### src/rtl/seg_scan_ctrl_if.sv
// rtl/seg_scan_ctrl_if.sv - frame load bus and multiplexed display bus of the scan controller.
interface seg_scan_ctrl_if;
    logic        i_load;
    logic [23:0] i_digits;
    logic [5:0]  i_dp;
    logic [5:0]  i_blank;
    logic [5:0]  i_blink;
    logic [6:0]  o_seg;
    logic        o_seg_dp;
    logic [5:0]  o_seg_enb;
    logic        o_frame;
    logic        o_pend;

    modport master (
        output i_load, i_digits, i_dp, i_blank, i_blink,
        input  o_seg, o_seg_dp, o_seg_enb, o_frame, o_pend
    );

    modport slave (
        input  i_load, i_digits, i_dp, i_blank, i_blink,
        output o_seg, o_seg_dp, o_seg_enb, o_frame, o_pend
    );
endinterface

### src/rtl/seg_scan_ctrl.sv
// rtl/seg_scan_ctrl.sv - six-digit seven-segment scan controller with tear-free double-buffered frames.
module seg_scan_ctrl #(
    parameter int SCAN_DIV  = 50000,
    parameter int BLINK_DIV = 250
) (
    input logic           clk,
    input logic           rst,
    seg_scan_ctrl_if.slave bus
);
    localparam int CW = $clog2(SCAN_DIV);
    localparam int BW = (BLINK_DIV > 1) ? $clog2(BLINK_DIV) : 1;
    localparam logic [CW-1:0] CNT_LAST = CW'(SCAN_DIV - 1);
    localparam logic [BW-1:0] BLK_LAST = BW'(BLINK_DIV - 1);

    logic [CW-1:0] cnt_q, cnt_d;
    logic [2:0]    idx_q, idx_d;
    logic [BW-1:0] blk_cnt_q, blk_cnt_d;
    logic          blink_ph_q, blink_ph_d;
    logic          pend_q, pend_d;

    logic [23:0] sh_digits_q, sh_digits_d, act_digits_q, act_digits_d;
    logic [5:0]  sh_dp_q, sh_dp_d, act_dp_q, act_dp_d;
    logic [5:0]  sh_blank_q, sh_blank_d, act_blank_q, act_blank_d;
    logic [5:0]  sh_blink_q, sh_blink_d, act_blink_q, act_blink_d;

    logic [6:0] seg_q, seg_d;
    logic       seg_dp_q, seg_dp_d;
    logic [5:0] seg_enb_q, seg_enb_d;
    logic       frame_q, frame_d;

    logic       tick;
    logic       wrap;
    logic       dark;
    logic [3:0] code;

    function automatic logic [6:0] hex7(input logic [3:0] h);
        logic [6:0] s;
        case (h)
            4'h0: s = 7'b1111110;
            4'h1: s = 7'b0110000;
            4'h2: s = 7'b1101101;
            4'h3: s = 7'b1111001;
            4'h4: s = 7'b0110011;
            4'h5: s = 7'b1011011;
            4'h6: s = 7'b1011111;
            4'h7: s = 7'b1110000;
            4'h8: s = 7'b1111111;
            4'h9: s = 7'b1111011;
            4'hA: s = 7'b1110111;
            4'hB: s = 7'b0011111;
            4'hC: s = 7'b1001110;
            4'hD: s = 7'b0111101;
            4'hE: s = 7'b1001111;
            default: s = 7'b1000111;
        endcase
        return s;
    endfunction

    always_comb begin
        tick  = (cnt_q == CNT_LAST);
        wrap  = tick && (idx_q == 3'd5);
        cnt_d = tick ? '0 : cnt_q + CW'(1);
        idx_d = idx_q;
        if (tick) begin
            idx_d = (idx_q == 3'd5) ? 3'd0 : idx_q + 3'd1;
        end

        blk_cnt_d  = blk_cnt_q;
        blink_ph_d = blink_ph_q;
        if (tick) begin
            if (blk_cnt_q == BLK_LAST) begin
                blk_cnt_d  = '0;
                blink_ph_d = ~blink_ph_q;
            end else begin
                blk_cnt_d = blk_cnt_q + BW'(1);
            end
        end

        // The frame applied at a wrap is the shadow as it stood before this edge,
        // so a coincident load is kept pending for the following frame.
        act_digits_d = act_digits_q;
        act_dp_d     = act_dp_q;
        act_blank_d  = act_blank_q;
        act_blink_d  = act_blink_q;
        if (wrap && pend_q) begin
            act_digits_d = sh_digits_q;
            act_dp_d     = sh_dp_q;
            act_blank_d  = sh_blank_q;
            act_blink_d  = sh_blink_q;
        end

        sh_digits_d = sh_digits_q;
        sh_dp_d     = sh_dp_q;
        sh_blank_d  = sh_blank_q;
        sh_blink_d  = sh_blink_q;
        if (bus.i_load) begin
            sh_digits_d = bus.i_digits;
            sh_dp_d     = bus.i_dp;
            sh_blank_d  = bus.i_blank;
            sh_blink_d  = bus.i_blink;
        end
        pend_d = bus.i_load | (pend_q & ~wrap);

        code      = act_digits_d[{idx_d, 2'b00} +: 4];
        dark      = act_blank_d[idx_d] | (act_blink_d[idx_d] & blink_ph_d);
        seg_d     = dark ? 7'd0 : hex7(code);
        seg_dp_d  = ~dark & act_dp_d[idx_d];
        seg_enb_d = 6'b000001 << idx_d;
        frame_d   = wrap;
    end

    always_ff @(posedge clk) begin
        if (rst) begin
            cnt_q        <= '0;
            idx_q        <= 3'd0;
            blk_cnt_q    <= '0;
            blink_ph_q   <= 1'b0;
            pend_q       <= 1'b0;
            sh_digits_q  <= 24'd0;
            sh_dp_q      <= 6'd0;
            sh_blank_q   <= 6'd0;
            sh_blink_q   <= 6'd0;
            act_digits_q <= 24'd0;
            act_dp_q     <= 6'd0;
            act_blank_q  <= 6'b111111;
            act_blink_q  <= 6'd0;
            seg_q        <= 7'd0;
            seg_dp_q     <= 1'b0;
            seg_enb_q    <= 6'b000001;
            frame_q      <= 1'b0;
        end else begin
            cnt_q        <= cnt_d;
            idx_q        <= idx_d;
            blk_cnt_q    <= blk_cnt_d;
            blink_ph_q   <= blink_ph_d;
            pend_q       <= pend_d;
            sh_digits_q  <= sh_digits_d;
            sh_dp_q      <= sh_dp_d;
            sh_blank_q   <= sh_blank_d;
            sh_blink_q   <= sh_blink_d;
            act_digits_q <= act_digits_d;
            act_dp_q     <= act_dp_d;
            act_blank_q  <= act_blank_d;
            act_blink_q  <= act_blink_d;
            seg_q        <= seg_d;
            seg_dp_q     <= seg_dp_d;
            seg_enb_q    <= seg_enb_d;
            frame_q      <= frame_d;
        end
    end

    assign bus.o_seg     = seg_q;
    assign bus.o_seg_dp  = seg_dp_q;
    assign bus.o_seg_enb = seg_enb_q;
    assign bus.o_frame   = frame_q;
    assign bus.o_pend    = pend_q;
endmodule

### src/flat_wrapper.sv
// flat-port wrapper written by rule: the top's interface ports become plain ports
module seg_scan_ctrl_flat 
#(
    parameter int SCAN_DIV  = 50000,
    parameter int BLINK_DIV = 250
)
  (clk, rst, bus_i_load, bus_i_digits, bus_i_dp, bus_i_blank, bus_i_blink, bus_o_seg, bus_o_seg_dp, bus_o_seg_enb, bus_o_frame, bus_o_pend);
  seg_scan_ctrl_if bus_i ();
  input logic clk;
  input logic rst;
  input wire logic [$bits(bus_i.i_load)-1:0] bus_i_load;
  input wire logic [$bits(bus_i.i_digits)-1:0] bus_i_digits;
  input wire logic [$bits(bus_i.i_dp)-1:0] bus_i_dp;
  input wire logic [$bits(bus_i.i_blank)-1:0] bus_i_blank;
  input wire logic [$bits(bus_i.i_blink)-1:0] bus_i_blink;
  output wire logic [$bits(bus_i.o_seg)-1:0] bus_o_seg;
  output wire logic [$bits(bus_i.o_seg_dp)-1:0] bus_o_seg_dp;
  output wire logic [$bits(bus_i.o_seg_enb)-1:0] bus_o_seg_enb;
  output wire logic [$bits(bus_i.o_frame)-1:0] bus_o_frame;
  output wire logic [$bits(bus_i.o_pend)-1:0] bus_o_pend;
  assign bus_i.i_load = bus_i_load;
  assign bus_i.i_digits = bus_i_digits;
  assign bus_i.i_dp = bus_i_dp;
  assign bus_i.i_blank = bus_i_blank;
  assign bus_i.i_blink = bus_i_blink;
  assign bus_o_seg = bus_i.o_seg;
  assign bus_o_seg_dp = bus_i.o_seg_dp;
  assign bus_o_seg_enb = bus_i.o_seg_enb;
  assign bus_o_frame = bus_i.o_frame;
  assign bus_o_pend = bus_i.o_pend;
  seg_scan_ctrl #(.SCAN_DIV(SCAN_DIV), .BLINK_DIV(BLINK_DIV)) u_core (.clk(clk), .rst(rst), .bus(bus_i));
endmodule
### config.mk
export PLATFORM = sky130hd
export DESIGN_NAME = seg_scan_ctrl_flat
export DESIGN_NICKNAME = d
export VERILOG_FILES = /design/src/rtl/seg_scan_ctrl_if.sv /design/src/rtl/seg_scan_ctrl.sv /design/src/flat_wrapper.sv
export SDC_FILE = /design/constraint.sdc
export NUM_CORES = 1
export LEC_CHECK = 0
export ABC_AREA = 1
export CORE_MARGIN = 1.5
export CORE_UTILIZATION = 56
export CTS_CLUSTER_SIZE = 30
export DETAILED_ROUTE_END_ITERATION = 12
export GPL_ROUTABILITY_DRIVEN = 0
export HOLD_SLACK_MARGIN = 0.05
export PLACE_DENSITY = 0.8
export SLEW_MARGIN = 20
export SYNTH_ARGS = -nofsm -noshare
export SYNTH_HDL_FRONTEND = slang
export SYNTH_SLANG_ARGS = --single-unit
### constraint.sdc
create_clock -name clk -period 3 [get_ports clk]
set_input_delay 0.6 -clock clk [delete_from_list [all_inputs] [get_ports clk]]
set_output_delay 0.6 -clock clk [all_outputs]
set_load 0.1 [all_outputs]
==> summary.md, run 1 <==
| Metric | Value |
|---|---|
| Status | finished, final reports clean |
| Cell taking the most area after synthesis | dfxtp_1 |
| Sequential area share after synthesis | 44.81% |
| Worst R2R End | u_core.bus.o_seg[1] |
| Final setup viols | 0 |
| Slack of the critical path | 232.1 ps |
| Combinational power share | 4.4% |
| CP max FO | 12 |
| Core Box Area | 0.009819 mm² |
| Setup CP Type | register to register |
| Internal | 0.003045 W |
| Routed wire length | 13820 µm |
| Worst Tran Pin Value | 482.2 ps |
| PortBufs | 60 |
| First-pass GRT wire length | 23380 µm |
| Relative slew slack | 67.85% |
| CP endpoint kind | register |
| Asr flop ratio synth | 0% |
| Area contributors post-synth | dfxtp_1 (45%), nand2_1 (11%), nor2_1 (9.6%) |
| MaxCap Viol Count | 0 |
| Min-delay src | u_core.cnt_q[0] |
| CP Data Arrival Time | 3180 ps |
| Critical path required time | 3420 ps |
| Worst r2r path cells | 19 |
| Sw Pwr | 0.0009169 W |
| Fin nets | 914 |
| Vias | 5299 |
| CTS tree | yes |
| Worst path slowest cell | dfxtp_1 |
| Root buffer cell | clkbuf_8 |
| CTS buffer count | 17 |
| Clk_lat worst skew | 520 ps |
| Worst path depth | 19 |
| Synth Instances | 793 |
| LEAKAGE | 2.982 nW |
| Dpl ws | 270.3 ps |
| Final core utilization | 71.53% |
| Worst path bufs/invs | 3 |
| Die Wd | 104.0 µm |
| Max-slew violation count | 0 |
| Final hold vios | 0 |
| Unique masters post-synth | 43 |
| Top-count cell post-synth | nand2_1 |
| Hold Crit Class | register to register |
| Power Density | 564.1 mW/mm² |
| Synth Cell Area | 0.005718 mm² |
| Synth top cells by count | nand2_1 (163), nor2_1 (147), dfxtp_1 (128), inv_1 (76), o21ai_0 (65) |
| Ant diodes | 0 |
| Clock-pin transition on the worst setup and hold timing paths | 60 ps |
| I/O pin cnt | 61 |
| DP HPWL | 9517 µm |
| 1st-pass router iterations | 6 |
| RR Startpoint | u_core.cnt_q[0] |
| Vias in the first global route | 5092 |
| Gr usage total | 26.64% |
| Synth Register Bits | 128 |
| Multi-input logic area | 0.002690 mm² |
| Cell breakdown of the critical path | ha_2 > nand3_2 > nor2_2 > nand2_2 > nand2_2 > nand2_8 > nor2_4 > inv_2 > o21ai_0 > nor2_1 > nand2_1 > nand2_2 > inv_1 > ha_1 > inv_1 > nand2_1 > nand2_1 > nor2_1 > nor2_1 |
| Site row count | 36 |
| Antenna violations before repair | 0 |
| Cell Area, Placed | 0.006361 mm² |
| Mapped Nets | 848 |
| Peak supply drop | 351.1 µV |
| Grt ovf | 0 |
| CTS hold repair buffers | 0 |
| Filler cell count | 798 |
| CTS max path bufs | 2 |
| Crit path time final | 2768 ps |
| Crit-path max cell delay | 350 ps |
| Initial core utilization | 58.23% |
| Post-route cell area | 0.007024 mm² |
| Synth Flop Type | dfxtp_1 |
| Die H | 104.0 µm |
| Die Area | 0.01083 mm² |
| Worst hold path stage count | 1 |
| Initial DRC count | 446 |
| Post-route DRC | 0 |
| Reg2Reg Setup Slack | 230 ps |
| Area growth, synth to finish | 22.84% |
| Clock Sinks | 128 |
| Fmax | 0.3613 GHz |
| Crit start category | register |
| DR WL/cell | 13.76 µm |
| Seq pwr share | 44.7% |
| DRT antenna net count | 0 |
| EDFF count, synth | 0 |
| Period utilization | 92.27% |
| Layout cells sized above 1 | 13.42% |
| Number of H-tree levels | 4 |
| Yosys warns | 0 |
| Register area | 0.002562 mm² |
| Clock Power Share | 50.9% |
| Max Clock Skew | 6.570 ps |
| Hold Path Sink | u_core.cnt_q[0] |
| DR vias/cell | 5.273 |
| Sw frac | 23.14% |
| Syn_area_per_cell | 7.211 µm² |
| Crit-path leading delay family | simple AND/OR/NAND/NOR gates |
| Largest net degree at the start of global routing | 50 |
| Share of Yosys cell area claimed by the top area cell type | 44.81% |
==> power groups by stage <==
stage | Clock [W] | Sequential [W] | Combinational [W]
2_1_floorplan | 0 | 0.00180 | 0.0000848
3_3_place_gp | 0 | 0.00181 | 0.000168
3_5_place_dp | 0 | 0.00181 | 0.000173
4_1_cts | 0.00202 | 0.00177 | 0.000174
5_1_grt | 0.00211 | 0.00177 | 0.000194
6_report | 0.00202 | 0.00177 | 0.000174
==> stage by stage <==
stage	setup TNS [ps]	hold WS (ps)	cells	power, W
floorplan	0	417.5	793	0.001886
global placement	0	431.6	969	0.001974
detailed placement	0	439.6	969	0.001979
CTS	0	447.7	1001	0.003967
global route	-57.48	476.4	1005	0.004080
finish	0	453.1	1005	0.003962
==> cell families (layout without fill, tap and decap cells) <==
family / after synthesis / count (layout) / share of synthesized area, %
simple gates: 411 / 411 / 32.08
buf+inv: 117 / 196 / 8.796
flops: 128 / 128 / 44.81
compound gates: 124 / 124 / 11.60
fa+ha+maj: 10 / 10 / 2.188
mux: 3 / 3 / 0.5252
==> how the worst max path moves through the flow <==
stage,from,to,slack (ps)
CTS,u_core.cnt_q[0],u_core.bus.o_seg[1],190
finish,u_core.cnt_q[0],u_core.bus.o_seg[1],230
global route,u_core.cnt_q[0],u_core.bus.o_seg[0],-30
detailed placement,u_core.cnt_q[0],u_core.bus.o_seg[1],270
global placement,u_core.cnt_q[0],u_core.bus.o_seg[3],430
floorplan,u_core.bus.o_pend,u_core.bus.o_seg[3],190
==> state kept, by name (all words and copies together), names as in the netlist, 3 cells and up <==
signal / cells
u_core.act_blank_q: 6
u_core.act_blink_q: 6
u_core.act_digits_q: 24
u_core.act_dp_q: 6
u_core.blk_cnt_q: 8
u_core.bus.o_seg: 7
u_core.bus.o_seg_enb: 6
u_core.cnt_q: 16
u_core.idx_q: 3
u_core.sh_blank_q: 6
u_core.sh_blink_q: 6
u_core.sh_digits_q: 24
u_core.sh_dp_q: 6
==> cell usage in the layout, fill, tap and decap left out, types with 5 or more instances in the layout <==
| cell type | n |
|---|---|
| o21ai_0 | 65 |
| dfxtp_1 | 128 |
| clkdlybuf4s50_1 | 44 |
| or2_0 | 5 |
| inv_1 | 75 |
| inv_2 | 7 |
| nand2_2 | 13 |
| nor2_2 | 7 |
| nand4_1 | 6 |
| nor3b_1 | 5 |
| clkbuf_16 | 16 |
| clkinv_1 | 5 |
| clkinvlp_4 | 5 |
| a21oi_1 | 39 |
| buf_4 | 30 |
| inv_6 | 5 |
| nor3_1 | 7 |
| ha_1 | 9 |
| nor2_1 | 147 |
| nor2_4 | 6 |
| o21ai_1 | 7 |
| nand2_1 | 163 |
| nand3_1 | 33 |
==> timing repair <==
item	CTS	global route
endpoints found under the hold margin	0	0
endpoints found under the setup margin	0	6
buffers inserted	0	4
resized for setup	0	9
==> layout make-up <==
class / instances / area share, %
Timing Repair Buffer: 75 / 9.690
Clock buffer: 18 / 6.092
Multi-Input combinational cell: 548 / 38.30
Sequential cell: 128 / 36.48
Inverter: 89 / 4.845
Tap cell: 133 / 2.369
Clock inverter: 14 / 2.227
==> routing by layer <==
layer / vias up / wire length, µm / GRT usage (%)
li1: 2647 / - / -
met1: 2435 / 6002 / 32.55
met2: 182 / 6784 / 45.51
met3: 35 / 717 / 6.015
met4: 0 / 319 / 10.52
met5: - / 0 / 0
Note: power is estimated with default switching activity, not from simulation.
==> run 2: changes to the inputs <==
- SLEW_MARGIN: 20 -> not set
==> results of run 2 <==
Same layout as run 1: the final DEF is identical, and so are final timing and power.
==> run 3: changes to the inputs <==
- CORE_UTILIZATION: 56 -> 45
- CTS_CLUSTER_DIAMETER: not set -> 150
- PLACE_DENSITY: 0.8 -> 0.67
- SKIP_CTS_REPAIR_TIMING: not set -> 1
==> summary.md, run 3 (same netlist as run 1, synthesis figures left out) <==
| Metric | Value |
|---|---|
| Top flop regs | u_core.act_digits_q x24, u_core.sh_digits_q x24, u_core.cnt_q x16 |
| Dpl ws | 229.1 ps (-41.24 ps) |
| Critical path required time | 3320 ps (-100 ps) |
| CP Data Arrival Time | 3060 ps (-120 ps) |
| CP max FO | 12 (unchanged) |
| Die Wd | 115.7 µm (+11%) |
| Final setup viols | 0 (unchanged) |
| CTS buffer count | 17 (unchanged) |
| DR WL/cell | 12.91 µm (-6.1%) |
| Clock-pin transition on the worst setup and hold timing paths | 50 ps (about the same) |
| Relative slew slack | 67.39% (-0.46 points) |
| Met3 usage | 4.864% (-1.2 points) |
| Die H | 115.7 µm (+11%) |
| Register area | 0.002562 mm² (unchanged) |
| Most common cell after layout, fill and taps aside | nand2_1 |
| Setup TNS | 0 ps (unchanged) |
| Site row count | 40 (+11%) |
| Period utilization | 91.44% (-0.83 points) |
| RSZ-0062 raised after global routing | false |
| Status | finished, final reports clean |
| Number of H-tree levels | 4 (unchanged) |
| Clk_lat worst skew | 420 ps (-100 ps) |
| Clock Sinks | 128 (unchanged) |
| DRT antenna net count | 0 (unchanged) |
| Fmax | 0.3645 GHz (+0.90%) |
| MaxCap Viol Count | 0 (unchanged) |
| Power Density | 590.7 mW/mm² (+4.7%) |
| Antenna violations before repair | 0 (unchanged) |
| Power, Total | 0.004183 W (+5.6%) |
| Met2 Use GR | 35.98% (-9.5 points) |
| Ant diodes | 0 (unchanged) |
| PortBufs | 60 (unchanged) |
| RR Startpoint | u_core.cnt_q[0] |
| DP HPWL | 9586 µm (+0.73%) |
| Layout cells sized above 1 | 12.76% (-0.66 points) |
| Most frequent cells in the layout | nand2_1 (163), nor2_1 (147), dfxtp_1 (128) |
| Setup CP Type | register to register |
| Crit path time final | 2743 ps (-24.80 ps) |
| Crit start category | register |
| Worst Tran Pin Value | 489.1 ps (+6.932 ps) |
| Initial core utilization | 46.82% (-11 points) |
| Gr usage total | 21.68% (-5.0 points) |
| Filler cell count | 1169 (+46%) |
| Peak supply drop | 330.4 µV (-5.9%) |
| Initial DRC count | 285 (-36%) |
| Grt ovf | 0 (unchanged) |
| Vias in the first global route | 5019 (-1.4%) |
| Crit. Startpoint | u_core.cnt_q[0] |
| Final hold vios | 0 (unchanged) |
| LEAKAGE | 3.010 nW (+0.93%) |
| Fin nets | 912 (-0.22%) |
| Largest net degree at the start of global routing | 54 (+8.0%) |
| Post-route DRC | 0 (unchanged) |
| CTS max path bufs | 2 (unchanged) |
| Root buffer cell | clkbuf_16 |
| Post-Route Hold Slack | 455.5 ps (+2.403 ps) |
| Core Box Area | 0.01221 mm² (+24%) |
| I/O pin cnt | 61 (unchanged) |
| Final core utilization | 57.98% (-14 points) |
| Slack of the critical path | 256.9 ps (+24.80 ps) |
| First-pass GRT wire length | 22650 µm (-3.2%) |
| Routed wire length | 13410 µm (-3.0%) |
| Hold Crit Class | register to register |
| Max-slew violation count | 0 (unchanged) |
| Max Clock Skew | 5.436 ps (-1.135 ps) |
| Die Area | 0.01339 mm² (+24%) |
| CTS tree | yes |
| Min-delay src | u_core.cnt_q[0] |
| Most crowded layer after global routing | met2 |
| 1st-pass router iterations | 5 (-1) |
| Met1 usage | 27.02% (-5.5 points) |
| Area growth, synth to finish | 23.83% |
| Vias | 5141 (-3.0%) |
| DR vias/cell | 4.953 (-6.1%) |
| CP endpoint kind | register |
| Multi-input logic area | 0.002663 mm² (-1.0%) |
[run 3: final cells by class]
type                            count  area share (%)
Clock inverter                      9           2.156
Sequential cell                   128           36.19
Multi-Input combinational cell    548           37.60
Tap cell                          168           2.969
Inverter                           89           4.753
Clock buffer                       23           7.033
Timing Repair Buffer               73           9.295
[run 3: power breakdown]
part | total, W | internal [W] | switching, W | leakage, nW
sequential | 0.00177 | 0.00174 | 0.0000254 | 1.04
combinational | 0.000174 | 0.0000833 | 0.0000903 | 1.66
clock | 0.00224 | 0.00150 | 0.000742 | 0.311
total | 0.00418 | 0.00332 | 0.000858 | 3.01
[run 3: routing by layer]
metal  share of wire (%)  vias up
li1                    -     2643
met1                  47     2347
met2                  46      124
met3                 4.6       27
met4                 2.4        0
met5                   0        -
[run 3: final timing paths]
| check | slack [ps] | end | cells past startpoint |
|---|---|---|---|
| max | 260 | u_core.bus.o_seg[3] | 19 |
| min | 460 | u_core.cnt_q[0] | 1 |
| max reg2reg | 260 | u_core.bus.o_seg[3] | 19 |
| min reg2reg | 460 | u_core.cnt_q[0] | 1 |
[run 3: per-stage QoR]
stage / cells / cell area (µm²)
after floorplan: 793 / 5718
after global routing: 1038 / 7081
after global placement: 1003 / 6397
final: 1038 / 7081
after detailed placement: 1003 / 6397
after CTS: 1035 / 7048
[run 3: worst max-delay path, cell delays in order, from the launching register on]
cell and delay [ps]:
dfxtp_1 350, ha_1 220, nand3_2 180, nor2_4 210
nand3_2 130, nand2_4 210, nand2_4 120, inv_2 170
nand2_1 80, nand2_1 100, nor2_1 60, o21ai_2 70
nand2_2 110, inv_1 140, ha_1 160, inv_1 50
nand3_1 90, nand3_1 80, nand2_1 70, nor2_1 40
